===== src/rtl/gauss_frame_if.sv =====
// Pixel-stream bundle shared by the Gaussian stage output and the frame controller output.
interface gauss_frame_if #(
  parameter int DATA_W = 8
);
  logic              vsync;
  logic              href;
  logic              clken;
  logic [DATA_W-1:0] gray;

  modport master (output vsync, href, clken, gray);
  modport slave  (input  vsync, href, clken, gray);
endinterface


===== src/rtl/gauss_frame_ctrl.sv =====
// Frame sequencer after the 3x3 Gaussian stage: tracks pixel position, applies the
// border policy to pixels whose window ran off the image, and measures each frame.
module gauss_frame_ctrl #(
  parameter int IMG_WIDTH  = 640,
  parameter int IMG_HEIGHT = 480,
  parameter int BORDER     = 1,
  parameter int CNT_W      = 12
) (
  input  logic             clk,
  input  logic             rst_n,
  input  logic [1:0]       cfg_border_mode,
  input  logic [7:0]       cfg_fill,
  gauss_frame_if.slave     in_frame,
  gauss_frame_if.master    out_frame,
  output logic             frame_done,
  output logic             frame_err,
  output logic [CNT_W-1:0] frame_cols,
  output logic [CNT_W-1:0] frame_rows,
  output logic [15:0]      frame_cnt
);

  typedef enum logic [1:0] {WAIT_SOF, IN_FRAME, EOF} state_t;

  localparam logic [CNT_W-1:0] CNT_MAX = '1;
  localparam logic [CNT_W-1:0] W_C     = CNT_W'(IMG_WIDTH);
  localparam logic [CNT_W-1:0] H_C     = CNT_W'(IMG_HEIGHT);
  localparam logic [CNT_W-1:0] B_LO    = CNT_W'(BORDER);
  localparam logic [CNT_W-1:0] C_HI    = CNT_W'(IMG_WIDTH - BORDER);
  localparam logic [CNT_W-1:0] R_HI    = CNT_W'(IMG_HEIGHT - BORDER);

  function automatic logic [CNT_W-1:0] sat_inc(input logic [CNT_W-1:0] v);
    return (v == CNT_MAX) ? v : v + CNT_W'(1);
  endfunction

  function automatic logic [7:0] border_pix(input logic [1:0] mode,
                                            input logic [7:0] pix,
                                            input logic [7:0] fill);
    case (mode)
      2'd1:    return 8'd0;
      2'd2:    return fill;
      default: return pix;
    endcase
  endfunction

  state_t           state;
  logic             vsync_p1, href_p1;
  logic [CNT_W-1:0] col, row, cols_capt;
  logic             err;
  logic [1:0]       mode_sh;
  logic [7:0]       fill_sh;

  logic             vs_rise, vs_fall, href_fall, sof, gate, line_end, eof_now, is_border;
  logic [CNT_W-1:0] col_cur, row_cur, row_nxt, capt_nxt;
  logic             err_nxt;
  logic [1:0]       mode_cur;
  logic [7:0]       fill_cur, pix_cur;

  // Stage p0: edge detect, position of the current pixel, border policy
  always_comb begin
    vs_rise   = in_frame.vsync & ~vsync_p1;
    vs_fall   = ~in_frame.vsync & vsync_p1;
    href_fall = ~in_frame.href & href_p1;
    sof       = vs_rise && (state != IN_FRAME);
    gate      = (state == IN_FRAME) || sof;
    line_end  = href_fall && (state == IN_FRAME);
    eof_now   = vs_fall && (state == IN_FRAME);
    // The start-of-frame pixel sees cleared counters and the live config it is about to latch.
    col_cur   = sof ? '0 : col;
    row_cur   = sof ? '0 : row;
    mode_cur  = sof ? cfg_border_mode : mode_sh;
    fill_cur  = sof ? cfg_fill : fill_sh;
    is_border = (col_cur < B_LO) || (col_cur >= C_HI) ||
                (row_cur < B_LO) || (row_cur >= R_HI);
    pix_cur   = is_border ? border_pix(mode_cur, in_frame.gray, fill_cur) : in_frame.gray;
    row_nxt   = line_end ? sat_inc(row) : row;
    err_nxt   = err | (line_end && (col != W_C));
    capt_nxt  = (line_end && (row == '0)) ? col : cols_capt;
  end

  // Stage p1: registered outputs, FSM, counters and published frame measurements
  always_ff @(posedge clk or negedge rst_n) begin
    if (!rst_n) begin
      state           <= WAIT_SOF;
      vsync_p1        <= 1'b1;   // a frame already in progress at reset release is not seen as a rise
      href_p1         <= 1'b0;
      out_frame.vsync <= 1'b0;
      out_frame.href  <= 1'b0;
      out_frame.clken <= 1'b0;
      out_frame.gray  <= '0;
      col             <= '0;
      row             <= '0;
      cols_capt       <= '0;
      err             <= 1'b0;
      mode_sh         <= 2'd0;
      fill_sh         <= 8'd0;
      frame_done      <= 1'b0;
      frame_err       <= 1'b0;
      frame_cols      <= '0;
      frame_rows      <= '0;
      frame_cnt       <= '0;
    end else begin
      vsync_p1        <= in_frame.vsync;
      href_p1         <= in_frame.href;
      out_frame.vsync <= gate & in_frame.vsync;
      out_frame.href  <= gate & in_frame.href;
      out_frame.clken <= gate & in_frame.clken;
      out_frame.gray  <= gate ? pix_cur : '0;
      frame_done      <= eof_now;

      case (state)
        WAIT_SOF: if (sof) state <= IN_FRAME;
        IN_FRAME: if (vs_fall) state <= EOF;
        EOF:      state <= sof ? IN_FRAME : WAIT_SOF;
        default:  state <= WAIT_SOF;
      endcase

      if (sof) begin
        col       <= (in_frame.href && in_frame.clken) ? CNT_W'(1) : '0;
        row       <= '0;
        err       <= 1'b0;
        cols_capt <= '0;
        mode_sh   <= cfg_border_mode;
        fill_sh   <= cfg_fill;
      end else begin
        if (href_fall)
          col <= '0;
        else if (in_frame.href && in_frame.clken)
          col <= sat_inc(col);
        row       <= row_nxt;
        err       <= err_nxt;
        cols_capt <= capt_nxt;
      end

      if (eof_now) begin
        frame_rows <= row_nxt;
        frame_err  <= err_nxt | (row_nxt != H_C);
        frame_cols <= capt_nxt;
        frame_cnt  <= frame_cnt + 16'd1;
      end
    end
  end

endmodule

===== src/flat_wrapper.sv =====
// flat-port wrapper written by rule: the top's interface ports become plain ports
module gauss_frame_ctrl_flat 
#(
  parameter int IMG_WIDTH  = 640,
  parameter int IMG_HEIGHT = 480,
  parameter int BORDER     = 1,
  parameter int CNT_W      = 12
)
  (clk, rst_n, cfg_border_mode, cfg_fill, frame_done, frame_err, frame_cols, frame_rows, frame_cnt, in_frame_vsync, in_frame_href, in_frame_clken, in_frame_gray, out_frame_vsync, out_frame_href, out_frame_clken, out_frame_gray);
  gauss_frame_if in_frame_i ();
  gauss_frame_if out_frame_i ();
  input  logic clk;
  input  logic rst_n;
  input  logic [1:0] cfg_border_mode;
  input  logic [7:0] cfg_fill;
  output logic frame_done;
  output logic frame_err;
  output logic [CNT_W-1:0] frame_cols;
  output logic [CNT_W-1:0] frame_rows;
  output logic [15:0] frame_cnt;
  input wire logic [$bits(in_frame_i.vsync)-1:0] in_frame_vsync;
  input wire logic [$bits(in_frame_i.href)-1:0] in_frame_href;
  input wire logic [$bits(in_frame_i.clken)-1:0] in_frame_clken;
  input wire logic [$bits(in_frame_i.gray)-1:0] in_frame_gray;
  output wire logic [$bits(out_frame_i.vsync)-1:0] out_frame_vsync;
  output wire logic [$bits(out_frame_i.href)-1:0] out_frame_href;
  output wire logic [$bits(out_frame_i.clken)-1:0] out_frame_clken;
  output wire logic [$bits(out_frame_i.gray)-1:0] out_frame_gray;
  assign in_frame_i.vsync = in_frame_vsync;
  assign in_frame_i.href = in_frame_href;
  assign in_frame_i.clken = in_frame_clken;
  assign in_frame_i.gray = in_frame_gray;
  assign out_frame_vsync = out_frame_i.vsync;
  assign out_frame_href = out_frame_i.href;
  assign out_frame_clken = out_frame_i.clken;
  assign out_frame_gray = out_frame_i.gray;
  gauss_frame_ctrl #(.IMG_WIDTH(IMG_WIDTH), .IMG_HEIGHT(IMG_HEIGHT), .BORDER(BORDER), .CNT_W(CNT_W)) u_core (.clk(clk), .rst_n(rst_n), .cfg_border_mode(cfg_border_mode), .cfg_fill(cfg_fill), .in_frame(in_frame_i), .out_frame(out_frame_i), .frame_done(frame_done), .frame_err(frame_err), .frame_cols(frame_cols), .frame_rows(frame_rows), .frame_cnt(frame_cnt));
endmodule

===== config.mk =====
export PLATFORM = sky130hd
export DESIGN_NAME = gauss_frame_ctrl_flat
export DESIGN_NICKNAME = d
export VERILOG_FILES = /design/src/rtl/gauss_frame_if.sv /design/src/rtl/gauss_frame_ctrl.sv /design/src/flat_wrapper.sv
export SDC_FILE = /design/constraint.sdc
export NUM_CORES = 1
export LEC_CHECK = 0
export ABC_CLOCK_PERIOD_IN_PS = 3450
export BUFFER_PORTS_ARGS = -buffer_cell sky130_fd_sc_hd__buf_2
export CORE_ASPECT_RATIO = 1.75
export CORE_MARGIN = 1
export CORE_UTILIZATION = 47
export CTS_CLUSTER_DIAMETER = 40
export DETAILED_ROUTE_END_ITERATION = 8
export GPL_ROUTABILITY_DRIVEN = 1
export GPL_TIMING_DRIVEN = 0
export HOLD_SLACK_MARGIN = 0.03
export PLACE_DENSITY_LB_ADDON = 0.05
export SLEW_MARGIN = 30
export SYNTH_ARGS = -nofsm -noshare
export SYNTH_HDL_FRONTEND = slang
export SYNTH_SLANG_ARGS = --single-unit

===== constraint.sdc =====
create_clock -name clk -period 3.45 [get_ports clk]
set_input_delay 0.69 -clock clk [delete_from_list [all_inputs] [get_ports clk]]
set_output_delay 0.69 -clock clk [all_outputs]
set_load 0.01 [all_outputs]

==> metrics <==
outcome=complete, no violations; DP Wirelength=8370 um; Final Hold Fails=0; initial antenna violation count=0; Overflow after GRT=0; EDFF count, synth=0; TNS Setup=0 ns; Post-Syn Instances=460; later-pin clock latency in the skew report=0.34 ns; post-synthesis sequential area ratio=53.6%; Routed WL per cell=16.9 um; post_cts resized=0; Synth Flop Type=dfrtp_1; Warnings, synthesis=0; Finished Layout Cells=677; PnR Total Power=3.17 mW; TritonCTS buffer count=9; clock share of power=34.7%; DR pass1 iterations=4; Crit Path Class=reg2reg; critical path fanouts, max=10; r2r setup slk=0.25 ns; first-pass GRT wire length=18,600 um; fin crit period=3.20 ns; worst endpoint data arrival time=3.47 ns; synth unique cells=52; worst rel slew slack=56.1%; routed wire length=11,400 um; Final setup viols=0; Clock transition at path regs=0.07 ns; #FFs+latches synth=104; Power Density=552 nW/um2; Tcrit/Tclk final=92.8%; row cnt=48; VDD IR max=0.291 mV; Die Area=10,800 um2; Top-Level Pins=76; Crit path required time=3.72 ns; share of cells above drive strength 1=22.6%; sw frac=28.1%; Synth Area per Inst=10.6 um2; Die W=78.8 um; # hold bufs at CTS=0; core area=9970 um2; setup skew after layout=0.00815 ns; Starting DRT DRC Count=128; CTS Sinks=104; nets=576; r2r startpoint=u_core.state[0]$_DFFE_PN0P_; Inserted Diodes=0; post-layout util=57.6%; fillers=926; fmax=0.312 GHz; RePlAce Congestion=0.878; crit path launch type=register; leak pwr=2.68 nW; die span in y=136 um; CTS root buffer=clkbuf_16; H-tree depth=3; crit path launch=u_core.state[0]$_DFFE_PN0P_; clk buf depth=2; final-report max-slew violation count=0; NetSw=0.892 mW; largest net degree at the start of global routing=60; mapped cell area=4860 um2; worst-margin pin slew=0.653 ns; reg-to-reg endpoint=u_core.out_frame.gray[2]$_DFF_PN0_; Layout area overhead=18.3%; dpl cells=661; worst r2r path cells=8; ANT nets after route=0; total global-route track usage=22.9%; Initial Util=48.7%; vias in the first global route=3,713; CTS tree=built; async set-reset flop share out of synthesis=100%; syn_nets=489; IO Port Bufs=75; Pint=2.28 mW; Seq pwr share=45.7%; max cap viols=0; CP endpoint kind=register; RSZ-0062 raised after global routing=false; Logic pwr share=19.7%; Remaining DRCs=0; Vias=3,708; HP Class=in2async; setup bufs post-CTS=0; Via density=5.48
==> cells in the mapped netlist, types with 6 or more instances <==
| library cell | n | area share (%) |
|---|---|---|
| xor2_1 | 11 | 2.0 |
| mux2i_1 | 23 | 4.7 |
| nand2_1 | 56 | 4.3 |
| inv_1 | 10 | 0.77 |
| nor4_1 | 8 | 1.0 |
| mux2_2 | 10 | 2.3 |
| nand3_1 | 22 | 2.3 |
| xnor2_1 | 23 | 4.1 |
| o21ai_0 | 28 | 2.9 |
| nor2_1 | 45 | 3.5 |
| clkbuf_1 | 11 | 0.85 |
| ha_1 | 6 | 1.5 |
| buf_6 | 6 | 1.4 |
| nand4_1 | 12 | 1.5 |
| dfrtp_1 | 103 | 53 |
| a21oi_1 | 10 | 1.0 |
| nor3_1 | 8 | 0.82 |
==> routing by layer <==
metal	global-route usage, %	part of all wire [%]
met5	0	0
met3	3.76	3.8
met1	25.4	40
met4	10.2	2.8
met2	42.1	53
==> registers in the layout, summed over array words and instances (netlist names), 2 cells and up <==
register,count
u_core.mode_sh,2
u_core.col,12
u_core.frame_cnt,16
u_core.out_frame.gray,8
u_core.state,2
u_core.frame_rows,12
u_core.frame_cols,12
u_core.fill_sh,8
u_core.row,12
u_core.cols_capt,12
==> power groups by stage <==
stage	registers [mW]	clock network [mW]	logic, mW
4_1_cts	1.45	1.12	0.632
3_5_place_dp	1.47	0	0.631
6_report	1.45	1.10	0.624
3_3_place_gp	1.47	0	0.617
5_1_grt	1.46	1.16	0.697
2_1_floorplan	1.49	0	0.376
==> layout make-up <==
type	instances	area (um2)	area share, %
Tap cell	125	156	2.72
Inverter	11	41.3	0.719
Buffer	23	136	2.37
Multi-Input combinational cell	322	2080	36.1
Clock buffer	11	243	4.22
Clock inverter	5	80.1	1.39
Sequential cell	104	2600	45.3
Timing Repair Buffer	76	409	7.12
==> through the flow <==
step	setup slack, ns	area, um2	hold slack [ns]
CTS	0.198	5750	0.276
finish	0.248	5750	0.269
detailed placement	-0.148	5420	0.464
global route	0.0235	5750	0.292
global placement	-0.0900	5390	0.455
floorplan	0.608	4860	0.394
==> how the worst max path moves through the flow <==
stage / endpoint / slack (ns)
final: u_core.out_frame.gray[2]$_DFF_PN0_ / 0.25
after global routing: u_core.out_frame.gray[7]$_DFF_PN0_ / 0.02
after CTS: u_core.out_frame.gray[2]$_DFF_PN0_ / 0.20
after detailed placement: u_core.out_frame.gray[2]$_DFF_PN0_ / -0.15
after global placement: u_core.out_frame.gray[7]$_DFF_PN0_ / -0.09
after floorplan: u_core.out_frame.gray[0]$_DFF_PN0_ / 0.61
==> layout by cell type, fill, tap and decap left out, drive strengths merged, types with 3 or more instances in the layout <==
cell	instances
and3	4
nand2b	4
and2	5
nand2	56
clkbuf	22
xor2	11
buf	88
o21ai	28
mux2i	23
nand4	12
dfrtp	103
nor4b	4
or4	6
xnor2	23
nor4	11
ha	6
a211oi	5
inv	11
nand3	22
nor3	9
mux2	10
or3	5
a21oi	10
and4	3
nor2	45
==> cells by family after synthesis <==
| logic type | Yosys count | synth area share (%) |
|---|---|---|
| and+or+nand+nor | 195 | 21.0 |
| DFF | 104 | 53.6 |
| AOI/OAI and AO/OA | 54 | 7.01 |
| xor gates and xnor gates | 34 | 6.13 |
| buffers and inverters | 34 | 3.66 |
| muxes | 33 | 7.06 |
| adders and majority gates | 6 | 1.55 |
==> critical path: stages (launching register included) <==
cell and delay (ns):
dfrtp_1 0.42, nor2b_1 0.18, nor2_1 0.20, buf_1 0.48, clkbuf_1 0.52, mux2_2 0.42
ha_1 0.30, a31oi_4 0.36, mux2i_1 0.24
No activity file was read; power rests on OpenSTA's default activity.
